### src/rtl/alu_pkg.sv
// Shared ALU command encoding and response-entry layout for alu_op_server.
// A response entry is packed as {overflow, carryout, zero, result}.
package alu_pkg;

    typedef enum logic [2:0] {
        ALU_ADD  = 3'd0,
        ALU_SUB  = 3'd1,
        ALU_XOR  = 3'd2,
        ALU_SLT  = 3'd3,
        ALU_AND  = 3'd4,
        ALU_NAND = 3'd5,
        ALU_NOR  = 3'd6,
        ALU_OR   = 3'd7
    } alu_cmd_e;

    localparam int FLAG_W = 3;

    typedef struct packed {
        logic overflow;
        logic carryout;
        logic zero;
    } alu_flags_t;

    // Two's-complement overflow of a + b_eff, where b_eff is B for ADD and ~B for SUB.
    function automatic logic add_overflow(input logic a_msb, input logic b_eff_msb,
                                          input logic r_msb);
        return (a_msb == b_eff_msb) && (r_msb != a_msb);
    endfunction

endpackage

### src/rtl/alu_resp_fifo.sv
// Synchronous DW-bit x DEPTH FIFO with explicit occupancy count.
// Head entry is shown on dout at all times, including stale contents when empty.
module alu_resp_fifo
    import alu_pkg::*;
#(
    parameter int  DW     = 35,
    parameter int  DEPTH  = 4,
    localparam int PTR_W  = $clog2(DEPTH),
    localparam int FILL_W = PTR_W + 1
) (
    input  logic              clk,
    input  logic              reset_n,
    input  logic              push,
    input  logic              pop,
    input  logic [DW-1:0]     din,
    output logic [DW-1:0]     dout,
    output logic [FILL_W-1:0] fill,
    output logic              full,
    output logic              empty
);

    logic [DW-1:0]     mem_q [DEPTH];
    logic [DW-1:0]     mem_d [DEPTH];
    logic [PTR_W-1:0]  wr_ptr_q, wr_ptr_d;
    logic [PTR_W-1:0]  rd_ptr_q, rd_ptr_d;
    logic [FILL_W-1:0] fill_q, fill_d;
    logic              push_ok;
    logic              pop_ok;

    assign full    = (fill_q == FILL_W'(DEPTH));
    assign empty   = (fill_q == '0);
    assign push_ok = push && !full;
    assign pop_ok  = pop && !empty;
    assign dout    = mem_q[rd_ptr_q];
    assign fill    = fill_q;

    always_comb begin
        // NOTE: every output of this block gets a default first, so no path leaves one unassigned and no latch is inferred.
        mem_d    = mem_q;
        wr_ptr_d = wr_ptr_q;
        rd_ptr_d = rd_ptr_q;
        fill_d   = fill_q;
        if (push_ok) begin
            mem_d[wr_ptr_q] = din;
            wr_ptr_d        = wr_ptr_q + 1'b1;
        end
        if (pop_ok) begin
            rd_ptr_d = rd_ptr_q + 1'b1;
        end
        case ({push_ok, pop_ok})
            2'b10:   fill_d = fill_q + 1'b1;
            2'b01:   fill_d = fill_q - 1'b1;
            default: fill_d = fill_q;
        endcase
    end

    always_ff @(posedge clk or negedge reset_n) begin
        if (!reset_n) begin
            wr_ptr_q <= '0;
            rd_ptr_q <= '0;
            fill_q   <= '0;
            // NOTE: storage is cleared on reset because the empty FIFO still drives the head entry to the outputs, which must read as zero.
            for (int i = 0; i < DEPTH; i++) begin
                mem_q[i] <= '0;
            end
        end else begin
            // NOTE: non-blocking assignments so every flop samples the pre-edge value of every other flop.
            wr_ptr_q <= wr_ptr_d;
            rd_ptr_q <= rd_ptr_d;
            fill_q   <= fill_d;
            for (int i = 0; i < DEPTH; i++) begin
                mem_q[i] <= mem_d[i];
            end
        end
    end

endmodule

### src/rtl/alu_op_server.sv
// Handshaked ALU request server: computes each accepted request combinationally
// and queues {overflow, carryout, zero, result} in a response FIFO.
module alu_op_server
    import alu_pkg::*;
#(
    parameter int WIDTH = 32,
    parameter int DEPTH = 4
) (
    input  logic                     clk,
    input  logic                     reset_n,
    input  logic                     req_valid,
    output logic                     req_ready,
    input  logic [2:0]               req_command,
    input  logic [WIDTH-1:0]         req_operandA,
    input  logic [WIDTH-1:0]         req_operandB,
    output logic                     resp_valid,
    input  logic                     resp_ready,
    output logic [WIDTH-1:0]         resp_result,
    output logic                     resp_zero,
    output logic                     resp_carryout,
    output logic                     resp_overflow,
    output logic [$clog2(DEPTH):0]   fill
);

    localparam int ENTRY_W = WIDTH + FLAG_W;
    localparam int MSB     = WIDTH - 1;

    logic [WIDTH:0]       sum_add;
    logic [WIDTH:0]       sum_sub;
    logic                 ovf_add;
    logic                 ovf_sub;
    logic [WIDTH-1:0]     result;
    alu_flags_t           flags;
    logic [ENTRY_W-1:0]   head;
    alu_flags_t           head_flags;
    logic                 full;
    logic                 empty;
    logic                 push;
    logic                 pop;

    assign sum_add = {1'b0, req_operandA} + {1'b0, req_operandB};
    assign sum_sub = {1'b0, req_operandA} + {1'b0, ~req_operandB} + {{WIDTH{1'b0}}, 1'b1};
    assign ovf_add = add_overflow(req_operandA[MSB], req_operandB[MSB], sum_add[MSB]);
    assign ovf_sub = add_overflow(req_operandA[MSB], ~req_operandB[MSB], sum_sub[MSB]);

    always_comb begin
        result         = '0;
        flags.carryout = 1'b0;
        flags.overflow = 1'b0;
        case (alu_cmd_e'(req_command))
            ALU_ADD: begin
                result         = sum_add[WIDTH-1:0];
                flags.carryout = sum_add[WIDTH];
                flags.overflow = ovf_add;
            end
            ALU_SUB: begin
                result         = sum_sub[WIDTH-1:0];
                flags.carryout = sum_sub[WIDTH];
                flags.overflow = ovf_sub;
            end
            // Signed less-than: subtract sign corrected by subtract overflow.
            ALU_SLT:  result = {{(WIDTH-1){1'b0}}, sum_sub[MSB] ^ ovf_sub};
            ALU_XOR:  result = req_operandA ^ req_operandB;
            ALU_AND:  result = req_operandA & req_operandB;
            ALU_NAND: result = ~(req_operandA & req_operandB);
            ALU_NOR:  result = ~(req_operandA | req_operandB);
            ALU_OR:   result = req_operandA | req_operandB;
            default:  result = '0;
        endcase
        flags.zero = (result == '0);
    end

    assign req_ready = !full;
    assign push      = req_valid && req_ready;
    assign resp_valid = !empty;
    assign pop       = resp_valid && resp_ready;

    alu_resp_fifo #(
        .DW    (ENTRY_W),
        .DEPTH (DEPTH)
    ) u_fifo (
        .clk     (clk),
        .reset_n (reset_n),
        .push    (push),
        .pop     (pop),
        .din     ({flags, result}),
        .dout    (head),
        .fill    (fill),
        .full    (full),
        .empty   (empty)
    );

    assign head_flags    = alu_flags_t'(head[WIDTH +: FLAG_W]);
    assign resp_result   = head[WIDTH-1:0];
    assign resp_zero     = head_flags.zero;
    assign resp_carryout = head_flags.carryout;
    assign resp_overflow = head_flags.overflow;

endmodule

### config.mk
export PLATFORM = sky130hd
export DESIGN_NAME = alu_op_server
export DESIGN_NICKNAME = d
export VERILOG_FILES = /design/src/rtl/alu_pkg.sv /design/src/rtl/alu_resp_fifo.sv /design/src/rtl/alu_op_server.sv
export SDC_FILE = /design/constraint.sdc
export NUM_CORES = 1
export LEC_CHECK = 0
export CAP_MARGIN = 15
export CORE_UTILIZATION = 51
export DETAILED_ROUTE_END_ITERATION = 8
export MAX_ROUTING_LAYER = met4
export PLACE_DENSITY_LB_ADDON = 0.15
export SYNTH_ARGS = -nofsm -noshare
export SYNTH_HDL_FRONTEND = slang
export SYNTH_SLANG_ARGS = --single-unit
### constraint.sdc
create_clock -name clk -period 5.2 [get_ports clk]
set_input_delay 1.04 -clock clk [delete_from_list [all_inputs] [get_ports clk]]
set_output_delay 1.04 -clock clk [all_outputs]
set_load 0.01 [all_outputs]
==> impl_metrics.env, run 1 <==
export IMPL_status="finished clean"
export IMPL_grt_pass1_wl_mm=67.1
export IMPL_row_count=58
export IMPL_cts_resized=0
export IMPL_peakVddDrop_mv=0.427
export IMPL_clock_root_buffer="clkbuf_16"
export IMPL_synthCells=1502
export IMPL_postCtsHoldBufs=0
export IMPL_critPathMaxFanout=4
export IMPL_grt_use_total=0.335
export IMPL_worst_pin_slew_ns=1.13
export IMPL_clock_path_buffers=2
export IMPL_power_mw=6.36
export IMPL_setup_violations=0
export IMPL_grt_overflow=0
export IMPL_drtIter0Drc=1365
export IMPL_drive_above_1_share=0.158
export IMPL_vias_per_cell=6.38
export IMPL_die_h_um=163
export IMPL_ff_latch_area_sq_um=3680
export IMPL_crit_path_start_kind="primary input"
export IMPL_hold_ws_ns=0.479
export IMPL_ys_seq_area_frac=0.278
export IMPL_synth_top_area_cell="dfrtp_1"
export IMPL_yosysMostFrequentCell="nand2_1"
export IMPL_cts_made_buffers=17
export IMPL_max_freq_ghz=0.207
export IMPL_fin_ws_ns=0.379
export IMPL_core_area_sq_um=25300
export IMPL_synth_commonest_cells="nand2_1 (149), dfrtp_1 (147), o21ai_0 (121), inv_1 (104), ha_1 (101)"
export IMPL_clkSinkCount=147
export IMPL_die_w_um=163
export IMPL_critPathCaptureType="flip-flop"
export IMPL_clk_pin_slew_ns=0.07
export IMPL_period_needed_ns=4.82
export IMPL_hold_viol_final=0
export IMPL_clk_latency_ns=0.42
export IMPL_clock_skew_ns=0.0129
export IMPL_yosys_top_cells_area="dfrtp_1 (28%), ha_1 (9.5%), mux2_2 (6.1%), mux4_2 (5.9%), o21ai_0 (4.6%)"
export IMPL_nets=1778
export IMPL_critPathKind="primary input to flip-flop"
export IMPL_cts_htree_levels=4
export IMPL_grt_pass1_vias=11900
export IMPL_grt_antenna_before_repair=0
export IMPL_dr_pass1_iters=6
export IMPL_slew_violations=0
export IMPL_postLayoutCoreUtil=0.610
export IMPL_critPathArrivalTime_ns=5.17
export IMPL_maxCapViolations=0
export IMPL_route_detailed_drc=0
export IMPL_dpl_hpwl_mm=31.9
export IMPL_grt_start_max_net_pins=113
export IMPL_final_cell_area_sq_um=15500
export IMPL_wl_per_cell_um=22.0
export IMPL_layoutNonFillerInstCount=1946
export IMPL_area_growth_pct=16.6
export IMPL_placed_cells_incl_taps=1914
export IMPL_finalWeightedCongestion=0.979
export IMPL_rsz0062_at_grt="false"
export IMPL_vias=12400
export IMPL_drt_wl_total_mm=42.7
export IMPL_diodes=0
export IMPL_required_ns=5.55
export IMPL_antenna_left=0
export IMPL_die_area_sq_um=26600
export IMPL_finalSetupTns_ns=0
export IMPL_async_flop_share=1.00
export IMPL_p_per_area_nw_per_um2=412
export IMPL_placed_area_sq_um=14800
export IMPL_synth_seq_cells=147
export IMPL_ys_flop_type="dfrtp_1"
export IMPL_power_leakage_nw=6.73
export IMPL_worstHoldPathType="flip-flop to flip-flop"
export IMPL_synth_top_area_share=0.278
export IMPL_multi_input_comb_area_sq_um=8750
export IMPL_slew_headroom=0.244
export IMPL_avgSynthCellArea_sq_um=8.82
export IMPL_io_buffers=110
export IMPL_ys_warn_count=0
export IMPL_synth_nets=1677
export IMPL_synth_edf_count=0
export IMPL_yosysUniqueCellTypes=95
export IMPL_start_util=0.523
export IMPL_pre_cts_slack_ns=0.0317
export IMPL_nFillCells=2229
export IMPL_cts_setup_buffers=0
export IMPL_tritoncts="built"
export IMPL_fin_crit_sh=0.927
export IMPL_synth_cell_area_sq_um=13300
export IMPL_ios=111
==> layout make-up <==
type | instances | area share
multi-input combinational | 1151 | 0.566
sequential | 147 | 0.238
timing repair buffer | 180 | 0.104
clock buffer | 17 | 0.0275
tap | 330 | 0.0267
inverter | 106 | 0.0257
clock inverter | 15 | 0.0117
==> critical path: stages <==
cell and delay [ns]:
clkdlybuf4s50_1 0.51, ha_1 0.29, inv_1 0.08, fa_1 0.41
and2b_1 0.26, nor3_1 0.08, o311a_1 0.34, a2111oi_0 0.71
a21oi_1 0.18, nor4_1 0.23, nand4b_1 0.21, nor4_1 0.30
buf_4 0.17, nand4b_1 0.17, o21ai_1 0.19
==> registers in the layout, indices dropped and copies added, names as in the netlist <==
| signal | flops |
|---|---|
| u_fifo.wr_ptr_q | 2 |
| u_fifo.mem_q | 140 |
| u_fifo.fill | 3 |
| u_fifo.rd_ptr_q | 2 |
==> final timing paths <==
path	cells after the start	end	startpoint	slack [ns]
max	15	u_fifo.mem_q[137]	req_operandB[0]	0.38
min	2	u_fifo.mem_q[5]	u_fifo.mem_q[5]	0.48
max reg2reg	7	u_fifo.mem_q[6]	u_fifo.fill[0]	2.57
min reg2reg	2	u_fifo.mem_q[5]	u_fifo.mem_q[5]	0.48
max in group asynchronous	2	u_fifo.mem_q[135]	reset_n	3.36
min in group asynchronous	1	u_fifo.mem_q[109]	reset_n	0.72
==> logic make-up after synthesis <==
group / after synthesis / synth area share
multiplexers: 144 / 0.149
AO/OA/AOI/OAI: 450 / 0.229
AND/OR/NAND/NOR: 401 / 0.146
flip-flops: 147 / 0.278
buffers and inverters: 204 / 0.0639
adder cells (fa/ha/maj): 104 / 0.0999
XOR/XNOR: 52 / 0.0349
==> report_power, final <==
part / switching, mW / internal (mW) / total, mW
registers: 0.337 / 1.67 / 2.01
logic: 1.51 / 1.62 / 3.13
clock network: 0.571 / 0.653 / 1.22
==> cells in the final DEF, fill, tap and decap left out, types with 35 or more instances in the layout <==
cell             Yosys  layout
a21oi_1             97      97
buf_4                4      70
clkdlybuf4s50_1      0     106
dfrtp_1            147     146
ha_1               101     101
inv_1              104     104
mux2_2              72      72
mux2i_1             36      36
mux4_2              35      35
nand2_1            149     147
nor2_1              75      74
o21ai_0            121     121
xnor2_1             45      45
==> routing by layer <==
metal / global-route usage / share of wire / vias to the layer above / wire length, um
met5: - / 0 / - / 0
met4: 0.105 / 0.025 / 0 / 1060
met3: 0.0376 / 0.063 / 79 / 2700
met2: 0.528 / 0.47 / 533 / 20100
met1: 0.450 / 0.44 / 6113 / 18900
li1: - / - / 5689 / -
(Power assumes the default switching activity.)
==> run 2, diff against run 1 <==
CTS_CLUSTER_SIZE = 40   (was default)
==> results of run 2 <==
Final layout, timing and power as in run 1 (identical DEF).
